File: src/rtl/instruction_fetch_unit.sv
// Instruction fetch unit: reads 16-bit big-endian instructions as two byte
// reads from a byte-wide memory and queues them for the decoder. A valid/ready
// handshake pops the head entry. Load_PC redirects fetch and flushes the queue.
module instruction_fetch_unit #(
    parameter int          DEPTH    = 2,
    parameter logic [15:0] RESET_PC = 16'h0
) (
    input  logic        i_Clock,
    input  logic        i_Reset,      // active-low
    output logic [15:0] o_Mem_Addr,
    output logic        o_Mem_CS,     // active-low
    output logic        o_Mem_WR,
    input  logic [7:0]  i_Mem_Data,
    input  logic        i_Halt,
    input  logic        i_Load_PC,
    input  logic [15:0] i_New_PC,
    output logic        o_IR_Valid,
    output logic [15:0] o_IR_Out,
    output logic [15:0] o_IR_PC,
    input  logic        i_IR_Ready,
    output logic [15:0] o_PC_Out
);

    localparam int PTR_W = (DEPTH > 1) ? $clog2(DEPTH) : 1;
    localparam int CNT_W = $clog2(DEPTH + 1);

    typedef enum logic {
        F_HI = 1'b0,
        F_LO = 1'b1
    } state_t;

    state_t             r_state;
    logic [15:0]        r_pc;
    logic [7:0]         r_hi;
    logic [15:0]        r_hi_pc;
    logic [PTR_W-1:0]   r_rd_ptr;
    logic [PTR_W-1:0]   r_wr_ptr;
    logic [CNT_W-1:0]   r_count;
    // Each entry: {instruction word, address of its high byte}
    logic [31:0]        r_buf [DEPTH];

    state_t             w_state_next;
    logic [15:0]        w_pc_next;
    logic [7:0]         w_hi_next;
    logic [15:0]        w_hi_pc_next;
    logic [PTR_W-1:0]   w_rd_ptr_next;
    logic [PTR_W-1:0]   w_wr_ptr_next;
    logic [CNT_W-1:0]   w_count_next;
    logic               w_fetch_hi;
    logic               w_push;
    logic               w_pop;
    logic               w_valid;

    assign w_valid    = (r_count != '0);
    assign o_IR_Valid = w_valid;
    // Head is masked to zero when empty so no stale word is ever presented
    assign o_IR_Out   = w_valid ? r_buf[r_rd_ptr][31:16] : 16'h0;
    assign o_IR_PC    = w_valid ? r_buf[r_rd_ptr][15:0]  : 16'h0;
    assign o_Mem_Addr = r_pc;
    assign o_PC_Out   = r_pc;
    assign o_Mem_WR   = 1'b0;

    // Next-state, PC, queue pointer and chip-select decode
    always_comb begin
        w_state_next  = r_state;
        w_pc_next     = r_pc;
        w_hi_next     = r_hi;
        w_hi_pc_next  = r_hi_pc;
        w_rd_ptr_next = r_rd_ptr;
        w_wr_ptr_next = r_wr_ptr;
        w_count_next  = r_count;
        w_push        = 1'b0;
        w_pop         = w_valid && i_IR_Ready;
        // A slot is reserved when the high byte is fetched, so the low-byte
        // push can never find the queue full.
        w_fetch_hi    = (r_state == F_HI) && (r_count < CNT_W'(DEPTH)) && !i_Halt;
        o_Mem_CS      = 1'b1;

        if (i_Reset && (w_fetch_hi || (r_state == F_LO))) begin
            o_Mem_CS = 1'b0;
        end

        if (i_Load_PC) begin
            // Redirect wins: in-flight push and concurrent pop are dropped
            w_pc_next     = i_New_PC;
            w_state_next  = F_HI;
            w_rd_ptr_next = '0;
            w_wr_ptr_next = '0;
            w_count_next  = '0;
            w_pop         = 1'b0;
        end else begin
            case (r_state)
                F_HI: begin
                    if (w_fetch_hi) begin
                        w_hi_next    = i_Mem_Data;
                        w_hi_pc_next = r_pc;
                        w_pc_next    = r_pc + 16'd1;
                        w_state_next = F_LO;
                    end
                end
                F_LO: begin
                    w_push       = 1'b1;
                    w_pc_next    = r_pc + 16'd1;
                    w_state_next = F_HI;
                end
                default: w_state_next = F_HI;
            endcase
            if (w_push) begin
                w_wr_ptr_next = r_wr_ptr + PTR_W'(1);
            end
            if (w_pop) begin
                w_rd_ptr_next = r_rd_ptr + PTR_W'(1);
            end
            w_count_next = r_count + CNT_W'(w_push) - CNT_W'(w_pop);
        end
    end

    // Control state registers with asynchronous reset
    always_ff @(posedge i_Clock or negedge i_Reset) begin
        if (!i_Reset) begin
            r_state  <= F_HI;
            r_pc     <= RESET_PC;
            r_hi     <= 8'h0;
            r_hi_pc  <= 16'h0;
            r_rd_ptr <= '0;
            r_wr_ptr <= '0;
            r_count  <= '0;
        end else begin
            r_state  <= w_state_next;
            r_pc     <= w_pc_next;
            r_hi     <= w_hi_next;
            r_hi_pc  <= w_hi_pc_next;
            r_rd_ptr <= w_rd_ptr_next;
            r_wr_ptr <= w_wr_ptr_next;
            r_count  <= w_count_next;
        end
    end

    // Queue storage; contents need no reset because the head is masked when empty
    always_ff @(posedge i_Clock) begin
        if (w_push && i_Reset) begin
            r_buf[r_wr_ptr] <= {r_hi, i_Mem_Data, r_hi_pc};
        end
    end

endmodule
File: config.mk
export PLATFORM = sky130hd
export DESIGN_NAME = instruction_fetch_unit
export DESIGN_NICKNAME = d
export VERILOG_FILES = /design/src/rtl/instruction_fetch_unit.sv
export SDC_FILE = /design/constraint.sdc
export NUM_CORES = 1
export LEC_CHECK = 0
export ABC_AREA = 1
export CAP_MARGIN = 20
export CELL_PAD_IN_SITES_DETAIL_PLACEMENT = 0
export CELL_PAD_IN_SITES_GLOBAL_PLACEMENT = 1
export CORE_MARGIN = 5
export CORE_UTILIZATION = 43
export DETAILED_ROUTE_END_ITERATION = 12
export GPL_ROUTABILITY_DRIVEN = 0
export HOLD_SLACK_MARGIN = 0.03
export PLACE_DENSITY_LB_ADDON = 0.12
export SLEW_MARGIN = 20
export SYNTH_ARGS = -nofsm -noshare
export SYNTH_HDL_FRONTEND = slang
export SYNTH_SLANG_ARGS = --single-unit
File: constraint.sdc
create_clock -name i_Clock -period 12.35 [get_ports i_Clock]
set_clock_uncertainty 0.2 [all_clocks]
set_input_delay 3.705 -clock i_Clock [delete_from_list [all_inputs] [get_ports i_Clock]]
set_output_delay 3.705 -clock i_Clock [all_outputs]
set_load 0.01 [all_outputs]
Word level (Yosys, flattened, before mapping)
Memory sizes are Yosys's and may differ from the RTL's.
Cells that the tools add are included.
{ "word_totals": {"register_bits": 45, "word_cells": 47, "input_bits": 29, "n_memories": 1, "ram_bits": 64, "out_inout_bits": 67} }
{ "memory_table": {"columns": ["memory", "depth", "word_bits", "read_ports", "rd_ports_with_merged_regs", "wr", "line", "source"], "rows": [
  ["r_buf", 2, 32, 1, 0, 1, "40", "logic [31:0] r_buf [DEPTH];"]
]} }
{ "op_classes": {"reduce_logical": 11, "mux": 19, "bitwise_logic": 2, "order_cmp": 1, "n_addsub": 5, "n_eq_ne": 1} }
{ "op_table": {"columns": ["cell", "count"], "rows": [
  ["$mux 16", 4],
  ["$pmux 16 s2", 1],
  ["$add 16x1->16 const B", 1],
  ["$mux 1", 12],
  ["$reduce_bool 2->1", 3],
  ["$logic_and 1x1->1", 5],
  ["$ne 3x3->1 const B", 1],
  ["$reduce_and 3->1", 1],
  ["$add 1x1->1 const B", 2],
  ["$add 2x1->2", 1],
  ["$lt 2x2->1 const B", 1],
  ["$mux 2", 1],
  ["$not 1->1", 2],
  ["$pmux 1 s2", 1],
  ["$sub 2x1->2", 1],
  ["$logic_not 1->1", 1],
  ["$logic_or 1x1->1", 1]
]} }

Depth between registers and ports, before layout
{ "depth": {"word_depth": 6, "mapped_depth": 9, "mapped_depth_nobuf": 9} }

Worst setup path before layout
No wires, ideal clock.
{ "synth_timing": {"path_kind": "input to output", "from": "input port i_Halt", "to": "output port o_Mem_CS", "cell_stages": 2, "t_required_ps": 8445, "path_buffers": 0, "path_slack_ps": 4421, "t_arrival_ps": 4024, "path_cell_list": "nor2_4 > o21ai_0"} }
{ "synth_between": {"elab_chain_len": 5} }
{ "synth_rtl": {"columns": ["element", "line", "source"], "rows": [
  ["from (decl)", "14", "input logic i_Halt,"],
  ["$logic_not 1->1", "76", "w_fetch_hi = (r_state == F_HI) && (r_count < CNT_W'(DEPTH)) && !i_Halt;"],
  ["$logic_and 1x1->1", "76", null],
  ["$logic_or 1x1->1", "79", "if (i_Reset && (w_fetch_hi || (r_state == F_LO))) begin"],
  ["$logic_and 1x1->1", "79", null],
  ["$mux 1", "79", null],
  ["to (decl)", "11", "output logic o_Mem_CS,"]
]} }
No other way between the ends.

Final worst setup path
Ends and elaborated chain as after synthesis.

==> metrics.cfg <==
[outcome]
status = completed

[global_routing]
overflow = 0
grt_pass1_vias = 3372
grt_antenna_before_repair = 0
grt_usage_pct = 16.58
grt_first_pass_wirelength_um = 17390
grt_max_degree = 48

[place]
placedInstanceArea_um2 = 5759
portBuffers = 94
hpwl_um = 7009
dp_cells = 689
pre_cts_slack_ns = 3.316

[cells_and_area]
seqCellArea_um2 = 3048
area_growth_pct = 25.90
final_core_util_pct = 55.68
fillers = 992
drive_gt1_share_pct = 8.481
multi_input_area_um2 = 1436
num_antenna_cells = 0
layout.nets = 593
instances_no_fill = 706
design_area_um2 = 6088

[setup_path]
slowest_delay_ns = 0.59
critPathMostFrequentCell = clkdlybuf4s50_1
startpoint_type = input port
cp_max_fo = 6
required_ns = 8.44
cp_cell_sequence = clkdlybuf4s50_1 -> nor2_4 -> o21ai_0 -> clkdlybuf4s50_1
cp-end-kind = output port
crit_family = buffers and inverters
cpMaxStageDelayCell = clkdlybuf4s50_1
cp.arrival_ns = 5.13
path_class = input port to output port
crit_buf_inv = 2

[power]
p_leak_nw = 2.517
power_mw = 1.249
irDropWorstVdd_mv = 0.09298
p_per_area_nw_per_um2 = 205.1

[sta]
worstMarginPinSlew_ns = 0.6100
fin_crit_sh_pct = 73.18
setup_slack_ns = 3.313
worst_hold_slack_ns = 0.2708
post-route-min-period_ns = 9.037
rsz0062_at_grt = false
fmax_mhz = 110.7
slew_headroom_pct = 59.33
tns_ns = 0
drv_slew = 0
setup_viol = 0
hold_viol = 0

[cts]
clkTransAtPathRegs_ns = 0.07
cts_buffer_depth = 2
cts.sinks = 109
ctsHoldBuffers = 0
cts_buffers = 9
cts_resized = 0
cts-root-buf = clkbuf_16
clk-insertion-delay-late_ns = 0.34
cts_max_level = 3
tritoncts = done
cts_setup_buffers = 0

[logic_synthesis]
syn_nets = 518
synthCells = 486
synth.distinct_cells = 33
avgSynthCellArea_um2 = 9.950
synth_seq_area_share_pct = 63.03
yosysWarnings = 0
synth_seq_cells = 109
synth_area_um2 = 4836

[floorplan]
fp.dieH_um = 116.1
core-area_um2 = 10940
start_util_pct = 44.22
num_rows = 38
die-area_um2 = 13470
fp.dieW_um = 116.1
pin_count = 96

[routing]
ant_nets = 0
wl_per_cell_um = 14.94
dr.pass1.iters = 4
avgViaCountPerCell = 4.854
drc = 0
wl_um = 10550
drtIter0Drc = 153
routed-via-count = 3427

[hold_path]
hold_path_class = register to register

[job]
drv_cap = 0

-- worst paths after layout --
path,from,endpoint,slack (ns),cells after the start
hold / removal,r_hi[7],r_buf[0][31],0.27,0
min in group asynchronous,i_Reset,r_hi[0],3.25,2
max in group asynchronous,i_Reset,r_hi_pc[14],8.27,2
hold reg to reg,r_hi[7],r_buf[0][31],0.27,0
setup reg to reg,r_count[1],r_count[1],10.29,8
setup / recovery,i_Halt,o_Mem_CS,3.31,4
-- cells in the mapped netlist (all sizes together) --
| cell | instances | area [µm²] |
|---|---|---|
| nand2 | 162 | 618.1 |
| edfxtp | 64 | 1922 |
| dfrtp | 45 | 1126 |
| nor2 | 41 | 187.7 |
| a21oi | 37 | 185.2 |
| inv | 33 | 126.4 |
| buf | 30 | 214.0 |
| o21ai | 25 | 170.2 |
| nand3 | 20 | 100.1 |
| clkbuf | 6 | 22.52 |
| nor3 | 5 | 25.02 |
| o22ai | 4 | 25.02 |
| ha | 3 | 37.54 |
| nand4 | 3 | 18.77 |
| a21boi | 1 | 7.510 |
| a31oi | 1 | 6.260 |
| a32oi | 1 | 8.760 |
| conb | 1 | 3.750 |
| nor4 | 1 | 6.260 |
| o211ai | 1 | 7.510 |
| xnor2 | 1 | 8.760 |
| xor2 | 1 | 8.760 |
-- per-layer routing --
metal | share of wire [%] | global-route usage (%)
met3 | 5.5 | 3.864
met1 | 49 | 24.84
met5 | 0 | 0
met4 | 0.60 | 3.712
met2 | 45 | 24.74
-- cell type report --
class / instances / area share [%]
clock buffer: 10 / 3.925
clock inverter: 6 / 1.028
inverter: 33 / 2.076
multi-input combinational: 308 / 23.59
sequential: 109 / 50.06
tap: 140 / 2.877
timing repair buffer: 100 / 16.44
-- cells in the final DEF, fill, tap and decap left out, types with 4 or more instances in the layout --
cell | synthesis | layout
nand3_1 | 20 | 20
edfxtp_1 | 64 | 64
o21ai_0 | 11 | 11
nand2_1 | 160 | 160
o22ai_1 | 4 | 4
dfrtp_1 | 45 | 45
inv_1 | 29 | 28
buf_4 | 18 | 5
o21ai_2 | 12 | 12
nor3_1 | 5 | 5
nor2_1 | 37 | 35
clkbuf_16 | 0 | 9
a21oi_1 | 37 | 37
clkdlybuf4s50_1 | 0 | 93
-- power by group --
| group | total (mW) | switching (mW) | internal, mW |
|---|---|---|---|
| Sequential | 0.525 | 0.0595 | 0.466 |
| Combinational | 0.441 | 0.234 | 0.207 |
| Clock | 0.283 | 0.134 | 0.148 |
| Total | 1.25 | 0.428 | 0.821 |
-- flip-flops by register name (all words and copies together) (netlist names) --
name / flops
r_count: 2
r_hi_pc: 16
r_state: 1
r_wr_ptr: 1
r_buf: 64
r_hi: 8
r_rd_ptr: 1
o_Mem_Addr: 16
-- cells by family (layout without fill, tap and decap cells) --
group	after synthesis	count (layout)	share of synthesized area, %
flops	109	109	63.03
xor+xnor	2	2	0.3623
other cells	1	1	0.07755
fa+ha+maj	3	3	0.7763
simple gates	232	232	19.77
buf+inv	69	149	7.503
compound gates	70	70	8.487
No activity file was read; power rests on OpenSTA's default activity.
